$ cat src/rtl/updi_line_tx.sv
// UPDI byte transmitter: 12-bit frame (start, 8 data LSB first, even parity, 2 stop).
// Optional macro UPDI_TX_GAP_EN adds a two-bit idle guard time after each frame.
module updi_line_tx #(
    parameter int BIT_CLK = 100
) (
    input  logic       clk,
    input  logic       rst,
    input  logic       brk_active,
    input  logic       brk_pulse,
    input  logic [7:0] data,
    input  logic       valid,
    output logic       ready,
    output logic       busy,
    output logic       tx
);

    localparam int CW = $clog2(BIT_CLK);
    localparam logic [CW-1:0] RELOAD = CW'(BIT_CLK - 1);
    localparam logic [CW-1:0] ONE    = CW'(1);

    typedef enum logic [2:0] {
        IDLE,
        START,
        DATA,
        PARITY,
        STOP1,
`ifdef UPDI_TX_GAP_EN
        STOP2,
        GAP
`else
        STOP2
`endif
    } state_t;

    state_t        state_q, state_d;
    logic [CW-1:0] cnt_q, cnt_d;
    logic [2:0]    idx_q, idx_d;
    logic [7:0]    data_q, data_d;
    logic          par_q, par_d;
    logic          tx_q, tx_d;
    logic          expired;

    assign expired = (cnt_q == '0);
    assign ready   = (state_q == IDLE) && !brk_active && !rst;
    assign busy    = (state_q != IDLE);
    assign tx      = brk_active ? brk_pulse : tx_q;

    always_ff @(posedge clk) begin
        if (rst) begin
            state_q <= IDLE;
            cnt_q   <= '0;
            idx_q   <= '0;
            data_q  <= '0;
            par_q   <= 1'b0;
            tx_q    <= 1'b1;
        end else begin
            state_q <= state_d;
            cnt_q   <= cnt_d;
            idx_q   <= idx_d;
            data_q  <= data_d;
            par_q   <= par_d;
            tx_q    <= tx_d;
        end
    end

    always_comb begin
        state_d = state_q;
        cnt_d   = expired ? RELOAD : cnt_q - ONE;
        idx_d   = idx_q;
        data_d  = data_q;
        par_d   = par_q;
        tx_d    = tx_q;
        case (state_q)
            IDLE: begin
                cnt_d = '0;
                tx_d  = 1'b1;
                if (valid && ready) begin
                    state_d = START;
                    cnt_d   = RELOAD;
                    idx_d   = '0;
                    data_d  = data;
                    par_d   = ^data;
                    tx_d    = 1'b0;
                end
            end
            START: begin
                if (expired) begin
                    state_d = DATA;
                    idx_d   = '0;
                    tx_d    = data_q[0];
                end
            end
            DATA: begin
                if (expired) begin
                    if (idx_q == 3'd7) begin
                        state_d = PARITY;
                        tx_d    = par_q;
                    end else begin
                        idx_d = idx_q + 3'd1;
                        tx_d  = data_q[idx_q + 3'd1];
                    end
                end
            end
            PARITY: begin
                if (expired) begin
                    state_d = STOP1;
                    tx_d    = 1'b1;
                end
            end
            STOP1: begin
                if (expired) state_d = STOP2;
            end
`ifdef UPDI_TX_GAP_EN
            STOP2: begin
                if (expired) begin
                    state_d = GAP;
                    idx_d   = '0;
                end
            end
            // Two bit times counted as two counter passes; the final cycle is spent in IDLE.
            GAP: begin
                if (idx_q == 3'd1 && cnt_q == ONE) begin
                    state_d = IDLE;
                    cnt_d   = '0;
                    idx_d   = '0;
                end else if (expired) begin
                    idx_d = 3'd1;
                end
            end
`else
            // Leave one cycle early: the last stop-bit cycle is an IDLE cycle with ready
            // high, so a waiting byte starts immediately after the second stop bit.
            STOP2: begin
                if (cnt_q == ONE) begin
                    state_d = IDLE;
                    cnt_d   = '0;
                    idx_d   = '0;
                end
            end
`endif
            default: begin
                state_d = IDLE;
                cnt_d   = '0;
                tx_d    = 1'b1;
            end
        endcase
        if (brk_active) begin
            state_d = IDLE;
            cnt_d   = '0;
            idx_d   = '0;
            tx_d    = 1'b1;
        end
    end

endmodule

$ cat config.mk
export PLATFORM = sky130hd
export DESIGN_NAME = updi_line_tx
export DESIGN_NICKNAME = d
export VERILOG_FILES = /design/src/rtl/updi_line_tx.sv
export SDC_FILE = /design/constraint.sdc
export NUM_CORES = 1
export LEC_CHECK = 0
export CORE_MARGIN = 3
export CORE_UTILIZATION = 61
export CTS_CLUSTER_SIZE = 40
export DETAILED_ROUTE_END_ITERATION = 8
export DONT_BUFFER_PORTS = 1
export PLACE_DENSITY = 0.85
export SYNTH_ARGS = -nofsm -noshare
export SYNTH_HDL_FRONTEND = slang
export SYNTH_SLANG_ARGS = --single-unit
$ cat constraint.sdc
create_clock -name clk -period 3.95 [get_ports clk]
set_input_delay 0.79 -clock clk [delete_from_list [all_inputs] [get_ports clk]]
set_output_delay 0.79 -clock clk [all_outputs]
set_load 0.1 [all_outputs]
==> flow_metrics.tcl, run 1 <==
set metrics [dict create \
    seqPwrFrac_pct 58.3 \
    initial_core_util_pct 69.29 \
    grt.overflow.total 0 \
    postCtsSetupRepairBufs 0 \
    detail_route.first_pass.iterations 4 \
    cts_root_buf "clkbuf_4" \
    layout_commonest_cell "nand2_1" \
    grt_max_degree 15 \
    wire_per_inst_um 14.87 \
    port_buffers 0 \
    ys_seq_elements 23 \
    synth_top_cell_by_area "dfxtp_1" \
    maxCapViolations 0 \
    postCtsHoldBufs 0 \
    clkTransAtPathRegs_ns 0.13 \
    htreeDepth 1 \
    hold_end "data_q[4]" \
    rsz0062_at_grt "false" \
    yosysUniqueCellTypes 45 \
    grt_pass1_wl_um 4388 \
    yosysWarnings 0 \
    crit_type "reg -> out" \
    antenna_found_initial 0 \
    powerDensity_mw_per_mm2 311.1 \
    place_area_mm2 0.001309 \
    reg2reg_depth 6 \
    multi_input_area_um2 787.0 \
    die_w_um 51.94 \
    fin_area_mm2 0.001335 \
    routabilityCongestion 0.8998 \
    ys_top_cells_by_area "dfxtp_1 (36%), nand2_1 (8.5%), xnor2_1 (6.1%), a21oi_1 (5.8%), ha_1 (3.9%)" \
    worstReg2RegStart "state_q[0]" \
    regArea_um2 460.4 \
    hold_violations 0 \
    layout-drive-gt1-share_pct 8.667 \
    cp-start-kind "register" \
    clockPowerShare_pct 26.0 \
    drtAntennaViolNets 0 \
    fillerInstances 146 \
    track_usage_pct 21.95 \
    internal_power_mw 0.3021 \
    drt-initial-drc-count 35 \
    avgSynthCellArea_um2 8.526 \
    syn_inst 151 \
    leakage_nw 0.4968 \
    cts_buffer_depth 2 \
    worst_slew_pin_slew_ns 0.8012 \
    drc 0 \
    row_count 15 \
    hold_path.class "reg -> reg" \
    nets 168 \
    synthFlopType "dfxtp_1" \
    ff2ff_setup_slack_ns 1.84 \
    hold_depth 2 \
    endpoint_kind "output port" \
    path_max_fanout 14 \
    hpwlAfterDp_um 2016 \
    fmax_mhz 407.7 \
    grt_pass1_vias 990 \
    synth-edff-count 0 \
    critPathRequiredTime_ns 3.16 \
    cts_tree "done" \
    finalClockSkew_ns 0.01562 \
    period_share_pct 62.09 \
    fin_util_pct 71.85 \
    final-max-slew-violation-count 0 \
    core-area_mm2 0.001858 \
    die_h_um 51.94 \
    reg2reg_to "idx_q[1]" \
    min-delay-start "data_q[4]" \
    clock_latency_ns 0.32 \
    maxSlewHeadroom_pct 46.39 \
    status "complete, no violations" \
    ys_seq_area_share_pct 35.76 \
    io_pins 16 \
    insertedDiodeCount 0 \
    setup_tns_ns 0 \
    post-route-min-period_ns 2.453 \
    swShare_pct 27.25 \
    vias_per_cell 6.246 \
    tritoncts.num_buffers 3 \
    synth_top_area_share_pct 35.76 \
    finalSetupViolations 0 \
    num_vias 1093 \
    crit_start "state_q[0]" \
    irDropWorstVdd_mv 0.3513 \
    cts_resized 0 \
    async_reset_ff_share_pct 0 \
    synth_fp_nets 168 \
    synthToLayoutAreaGrowth_pct 3.693 \
    pwr-share-comb_pct 15.6 \
    power.switching_mw 0.1131 \
    final_cell_mix "nand2_1 (29), dfxtp_1 (23), a21oi_1 (15)" \
    cts_sinks 23 \
    synth_area_mm2 0.001287 \
    die_area_mm2 0.002698 \
    worstPathArrival_ns 1.66 \
    routed_wl_um 2603 \
]
-- cell usage after synthesis, types with 2 or more instances --
cell type and n:
inv_1 3, or4_1 2, nand2_1 29, mux2i_1 5, nor4b_1 2, o2111ai_1 2, xnor2_1 9, and3_1 2
dfxtp_1 23, ha_1 4, clkbuf_1 6, o21ai_0 4, nand2b_1 2, mux4_2 2, a21oi_1 15, nor2_1 9
o22ai_1 2, nor3_1 3
-- routing by layer --
layer | part of all wire [%] | vias to the layer above | global-route usage (%)
li1 | - | 541 | -
met1 | 45 | 520 | 26.96
met5 | 0 | - | 0
met4 | 0.73 | 0 | 5.240
met2 | 48 | 30 | 37.45
met3 | 5.6 | 2 | 6.304
-- flip-flops by register name, summed over array words and instances (netlist names) --
signal / cells
tx_q: 1
state_q: 3
idx_q: 3
par_q: 1
data_q: 8
cnt_q: 7
-- power by group through the flow --
stage / Sequential (mW) / Combinational, mW / Clock (mW)
final: 0.242 / 0.0649 / 0.108
after global routing: 0.243 / 0.0692 / 0.127
after CTS: 0.242 / 0.0650 / 0.113
after detailed placement: 0.247 / 0.0649 / 0
after global placement: 0.247 / 0.0631 / 0
after floorplan: 0.245 / 0.0590 / 0
-- critical path, stage by stage (launching register included) --
cell and delay (ns):
dfxtp_1 0.47, nor3_1 0.30, clkinv_1 0.16, nor2_2 0.12, buf_4 0.29
-- per-stage QoR --
stage / total power, mW / cells / hold WS [ns] / setup slack, ns
after floorplan: 0.3042 / 151 / 0.4331 / 0.1117
after global placement: 0.3100 / 171 / 0.4336 / 1.634
after detailed placement: 0.3123 / 171 / 0.4411 / 1.486
after CTS: 0.4201 / 175 / 0.4579 / 1.510
after global routing: 0.4392 / 175 / 0.4787 / 1.333
final: 0.4153 / 175 / 0.4546 / 1.497
-- worst max path at each step --
stage	end	slack [ns]	cells after the start
2_1_floorplan	ready	0.11	4
3_3_place_gp	idx_q[0]	1.63	4
3_5_place_dp	idx_q[1]	1.49	4
4_1_cts	ready	1.51	4
5_1_grt	ready	1.33	4
6_report	ready	1.50	4
-- final cells by class --
cell class	instances	share of cell area, %
Sequential cell	23	34.49
Clock buffer	4	1.968
Multi-Input combinational cell	117	58.95
Tap cell	25	2.343
Inverter	4	1.125
Timing Repair Buffer	2	1.125
-- cells by family (layout without fill, tap and decap cells) --
logic type	count (synthesis)	count (layout)	share of synthesized area [%]
mux	8	8	8.260
flops	23	23	35.76
buf+inv	11	10	3.303
fa+ha+maj	4	4	3.887
xor+xnor	10	10	6.803
simple gates	59	59	22.55
compound gates	36	36	19.44
Note: power is estimated with default switching activity, not from simulation.
==> run 2: changes to the inputs <==
--- a/config.mk
+++ b/config.mk
@@ -6,11 +6,11 @@
 export NUM_CORES = 1
 export LEC_CHECK = 0
 export CORE_MARGIN = 3
-export CORE_UTILIZATION = 61
+export CORE_UTILIZATION = 55
 export CTS_CLUSTER_SIZE = 40
 export DETAILED_ROUTE_END_ITERATION = 8
 export DONT_BUFFER_PORTS = 1
-export PLACE_DENSITY = 0.85
+export PLACE_DENSITY = 0.81
 export SYNTH_ARGS = -nofsm -noshare
 export SYNTH_HDL_FRONTEND = slang
 export SYNTH_SLANG_ARGS = --single-unit
==> constraint.sdc (replaced) <==
create_clock -name clk -period 2.2 [get_ports clk]
set_input_delay 0.44 -clock clk [delete_from_list [all_inputs] [get_ports clk]]
set_output_delay 0.44 -clock clk [all_outputs]
set_load 0.1 [all_outputs]
==> run 2 against run 1 <==
- combinational power grew 99%
- final cell count is 4.0% higher
- die area up 9.6%
- worst hold slack worse by 0.29 ns
- critical path type is now reg -> reg
- critical endpoint is now tx_q
==> flow_metrics.tcl, run 2 (synthesis gave the netlist of run 1 again) <==
set metrics [dict create \
    fillerInstances 166 \
    tritoncts.num_buffers 3 \
    die_w_um 54.38 \
    drc 0 \
    initial_core_util_pct 61.84 \
    insertedDiodeCount 0 \
    crit_family "multiplexers" \
    cp-start-kind "register" \
    finalPower_mw 0.7648 \
    worstPathArrival_ns 2.27 \
    htreeDepth 1 \
    critPathRequiredTime_ns 2.41 \
    antenna_found_initial 0 \
    clock_latency_ns 0.32 \
    multi_input_area_um2 797.0 \
    drt-initial-drc-count 41 \
    period_share_pct 93.80 \
    powerDensity_mw_per_mm2 544.8 \
    num_vias 1113 \
    layout_setup_ws_ns 0.1363 \
    largest_register "data_q" \
    wire_per_inst_um 14.51 \
    grt_pass1_vias 1065 \
    worst_slew_pin_slew_ns 0.6403 \
    postCtsHoldBufs 0 \
    io_pins 16 \
    routed_wl_um 2641 \
    cpPeakStageDelay_ns 0.50 \
    maxCapViolations 0 \
    finalSetupViolations 0 \
    die_h_um 54.38 \
    fmax_mhz 484.6 \
    synthToLayoutAreaGrowth_pct 9.038 \
    core-area_mm2 0.002082 \
    post-route-min-period_ns 2.064 \
    status "complete, no violations" \
    finalClockSkew_ns 0.009099 \
    reg2reg_depth 5 \
    critPathBufInv 0 \
    irDropWorstVdd_mv 0.4037 \
    path_depth 5 \
    track_usage_pct 21.33 \
    hold_depth 1 \
    cts_sinks 23 \
    layout_commonest_cell "nand2_1" \
    drtAntennaViolNets 0 \
    setup_tns_ns 0 \
    maxSlewHeadroom_pct 57.31 \
    rsz0062_at_grt "false" \
    die_area_mm2 0.002957 \
    cts_resized 1 \
    reg_top3 "data_q: 8 flops, cnt_q: 7 flops" \
    leakage_nw 0.5321 \
    vias_per_cell 6.115 \
    hpwlAfterDp_um 2085 \
    cp_slowest_cell "mux4_2" \
    grt_max_degree 15 \
    nets 173 \
    grt.overflow.total 0 \
    cts_root_buf "clkbuf_4" \
    fin_util_pct 67.43 \
    place_area_mm2 0.001371 \
    clkTransAtPathRegs_ns 0.13 \
    endpoint_kind "register" \
    final_cell_mix "nand2_1 (29), dfxtp_1 (23), a21oi_1 (15)" \
    layout-drive-gt1-share_pct 13.55 \
    final-max-slew-violation-count 0 \
    place_ws_ns 0.1480 \
    cts_tree "done" \
    path_cells "ha_1, mux4_2, and3b_1, a2111oi_0, mux2i_1" \
    path_max_fanout 5 \
    grt_pass1_wl_um 4567 \
    fin_area_mm2 0.001404 \
    cts_buffer_depth 2 \
    routabilityCongestion 0.8720 \
    crit_type "reg -> reg" \
    row_count 16 \
    hold_path.class "in -> reg" \
    regArea_um2 460.4 \
    detail_route.first_pass.iterations 4 \
    hold_violations 0 \
    largest_reg_flops 8 \
    port_buffers 0 \
    postCtsSetupRepairBufs 0 \
]
-- run 2: cell types whose count changed in the layout (fill, tap and decap cells not counted), sizes merged --
cell	previous run	this run
clkinv	1	2
buf	2	7
clkbuf	4	3
-- run 2: metrics by stage --
step | cells | hold slack (ns)
finish | 182 | 0.1639
global route | 182 | 0.1427
CTS | 182 | 0.1553
detailed placement | 178 | 0.4456
global placement | 178 | 0.4417
floorplan | 151 | 0.4331
-- run 2: metal layers --
| metal | share of wire, % | GRT usage [%] | vias up |
|---|---|---|---|
| li1 | - | - | 552 |
| met1 | 43 | 26.50 | 506 |
| met2 | 48 | 35.86 | 51 |
| met3 | 7.5 | 3.542 | 4 |
| met4 | 1.1 | 9.544 | 0 |
| met5 | 0 | 0 | - |
-- run 2: where the power goes --
group	switching (mW)	internal, mW
sequential	0.00872	0.426
combinational	0.0765	0.0527
clock	0.132	0.0681
total	0.218	0.547
-- run 2: worst paths after layout --
kind,startpoint,endpoint,slack (ns)
max reg2reg,idx_q[0],tx_q,0.14
max,idx_q[0],tx_q,0.14
min reg2reg,data_q[6],data_q[6],0.46
min,rst,data_q[7],0.16
-- run 2: worst reg2reg max path, cell delays in order (launching register included) --
cell       delay, ns
dfxtp_1         0.38
ha_1            0.36
mux4_2          0.50
and3b_1         0.19
a2111oi_0       0.39
mux2i_1         0.13
-- run 2: final cells by class --
cell class                      count  share of cell area [%]
Timing Repair Buffer                7                   4.635
Inverter                            4                   1.426
Tap cell                           27                   2.406
Multi-Input combinational cell    117                   56.77
Clock inverter                      1                  0.3565
Sequential cell                    23                   32.80
Clock buffer                        3                   1.604
==> run 3: changes to the inputs <==
--- a/config.mk
+++ b/config.mk
@@ -5,12 +5,13 @@
 export SDC_FILE = /design/constraint.sdc
 export NUM_CORES = 1
 export LEC_CHECK = 0
+export CAP_MARGIN = 0
 export CORE_MARGIN = 3
-export CORE_UTILIZATION = 55
+export CORE_UTILIZATION = 45
 export CTS_CLUSTER_SIZE = 40
 export DETAILED_ROUTE_END_ITERATION = 8
 export DONT_BUFFER_PORTS = 1
-export PLACE_DENSITY = 0.81
+export PLACE_DENSITY = 0.7
 export SYNTH_ARGS = -nofsm -noshare
 export SYNTH_HDL_FRONTEND = slang
 export SYNTH_SLANG_ARGS = --single-unit
==> run 3 against run 2 <==
- clock skew grew 0.0024 ns
- count of clock-buffer cells in the layout unchanged
- sequential share of layout area shrank 0.12 points
- die area grew 20%
- setup slack worse by 0.037 ns
- highest routed layer unchanged
- wire length grew 1.5%
- via count shrank 3.2%
- core utilization down 13 points
- worst hold slack gained 0.0027 ns
- critical endpoint is now ready
- final cell count increased by 1.6%
- power down 0.61%
==> flow_metrics.tcl, run 3 (synthesis gave the netlist of run 1 again) <==
set metrics [dict create \
    critPathBufInv 2 \
    stdcell_count 185 \
    grt_use_met3_pct 3.268 \
    track_usage_pct 17.54 \
    holdWs_ns 0.1666 \
    setup_tns_ns 0 \
    fin_util_pct 54.40 \
    irDropWorstVdd_mv 0.3022 \
    cts_sinks 23 \
    grt_pass1_wl_um 4767 \
    vias_per_cell 5.822 \
    fin_area_mm2 0.001409 \
    cts_tree "done" \
    rsz0062_at_grt "false" \
    hold_end "data_q[3]" \
    num_vias 1077 \
    largest_register "data_q" \
    endpoint_kind "output port" \
    use_met2_pct 29.64 \
    htreeDepth 1 \
    maxSlewHeadroom_pct 59.00 \
    hold_depth 1 \
    detail_route.first_pass.iterations 4 \
    drtAntennaViolNets 0 \
    critPathRequiredTime_ns 1.76 \
    synthToLayoutAreaGrowth_pct 9.427 \
    finalClockSkew_ns 0.01151 \
    crit_start "state_q[0]" \
    gr-usage-met1_pct 21.60 \
    layout-drive-gt1-share_pct 13.55 \
    largest_reg_flops 8 \
    drc 0 \
    period_share_pct 95.48 \
    drt-initial-drc-count 22 \
    layout_setup_ws_ns 0.09936 \
    initial_core_util_pct 49.71 \
    place_ws_ns 0.08982 \
    core-area_mm2 0.002590 \
    io_pins 16 \
    grt_pass1_vias 1065 \
    row_count 18 \
    grt_max_degree 14 \
    routabilityCongestion 0.8195 \
    routed_wl_um 2680 \
    antenna_found_initial 0 \
    nets 173 \
    clock_latency_ns 0.32 \
    die_area_mm2 0.003539 \
    maxCapViolations 0 \
    cts_buffer_depth 2 \
    tritoncts.num_buffers 3 \
    path_cells "nor3_1, clkinv_4, nor2_4, buf_12" \
    ff2ff_setup_slack_ns 0.16 \
    reg2reg_to "tx_q" \
    hold_path.class "in -> reg" \
    final_cell_mix "nand2_1 (29), dfxtp_1 (23), a21oi_1 (15)" \
    port_buffers 0 \
    cpPeakStageDelay_ns 0.46 \
    clkTransAtPathRegs_ns 0.13 \
    worstPathArrival_ns 1.66 \
    powerDensity_mw_per_mm2 539.6 \
    cp-start-kind "register" \
    wire_per_inst_um 14.49 \
    crit_family "simple AND/OR/NAND/NOR gates" \
    hold_violations 0 \
    die_h_um 59.49 \
    status "complete, no violations" \
    finalSetupViolations 0 \
    place_inst 181 \
    worst_slew_pin_slew_ns 0.6150 \
    die_w_um 59.49 \
    reg2reg_depth 5 \
    insertedDiodeCount 0 \
    post-route-min-period_ns 2.101 \
    min-delay-start "rst" \
    final-max-slew-violation-count 0 \
    grt.overflow.total 0 \
    fmax_mhz 476.0 \
    cts_root_buf "clkbuf_4" \
    crit_type "reg -> out" \
    reg_top3 "data_q: 8 flops, cnt_q: 7 flops" \
    layout_commonest_cell "nand2_1" \
    finalPower_mw 0.7602 \
    path_max_fanout 8 \
    cp_slowest_cell "nor3_1" \
    leakage_nw 0.5324 \
    worstReg2RegStart "idx_q[0]" \
    place_area_mm2 0.001375 \
    postCtsHoldBufs 0 \
    hpwlAfterDp_um 2138 \
    grt.busiest_layer "met2" \
]
==> run 3: per-layer routing <==
layer  vias up  routed length [um]
li1        551                   -
met1       497                1269
met2        23                1228
met3         6                 127
met4         0                  54
met5         -                   0
==> run 3: what timing repair did <==
action / CTS / global route
hold endpoints to repair: 0 / 0
setup endpoints to repair: 0 / 1
setup buffers: 0 / 0
gates resized for setup: 0 / 2
==> run 3: worst max-delay path by stage <==
stage	to	slack (ns)	cells past startpoint
2_1_floorplan	ready	0.01	4
3_3_place_gp	tx_q	0.22	5
3_5_place_dp	tx_q	0.09	5
4_1_cts	tx_q	0.06	5
5_1_grt	ready	0.01	4
6_report	ready	0.1	4
==> run 3: area by class of cell <==
type	instances	area [um2]
timing repair buffer	7	65.06
sequential	23	460.4
clock buffer	3	22.52
multi-input combinational	117	798.3
fill	232	1181
inverter	4	20.02
tap	30	37.54
clock inverter	1	5.005
==> run 3: power breakdown <==
part           switching (mW)  total (mW)  leakage [nW]  internal [mW]
sequential            0.00695       0.433         0.186          0.426
combinational          0.0776       0.130         0.328         0.0523
clock                   0.129       0.197        0.0177         0.0680
==> run 3: worst reg2reg max path, cell delays in order (launching register included) <==
cell and delay [ns]:
dfxtp_1 0.38, ha_1 0.36, mux4_2 0.51, and3b_1 0.20, a2111oi_2 0.35, mux2i_1 0.13
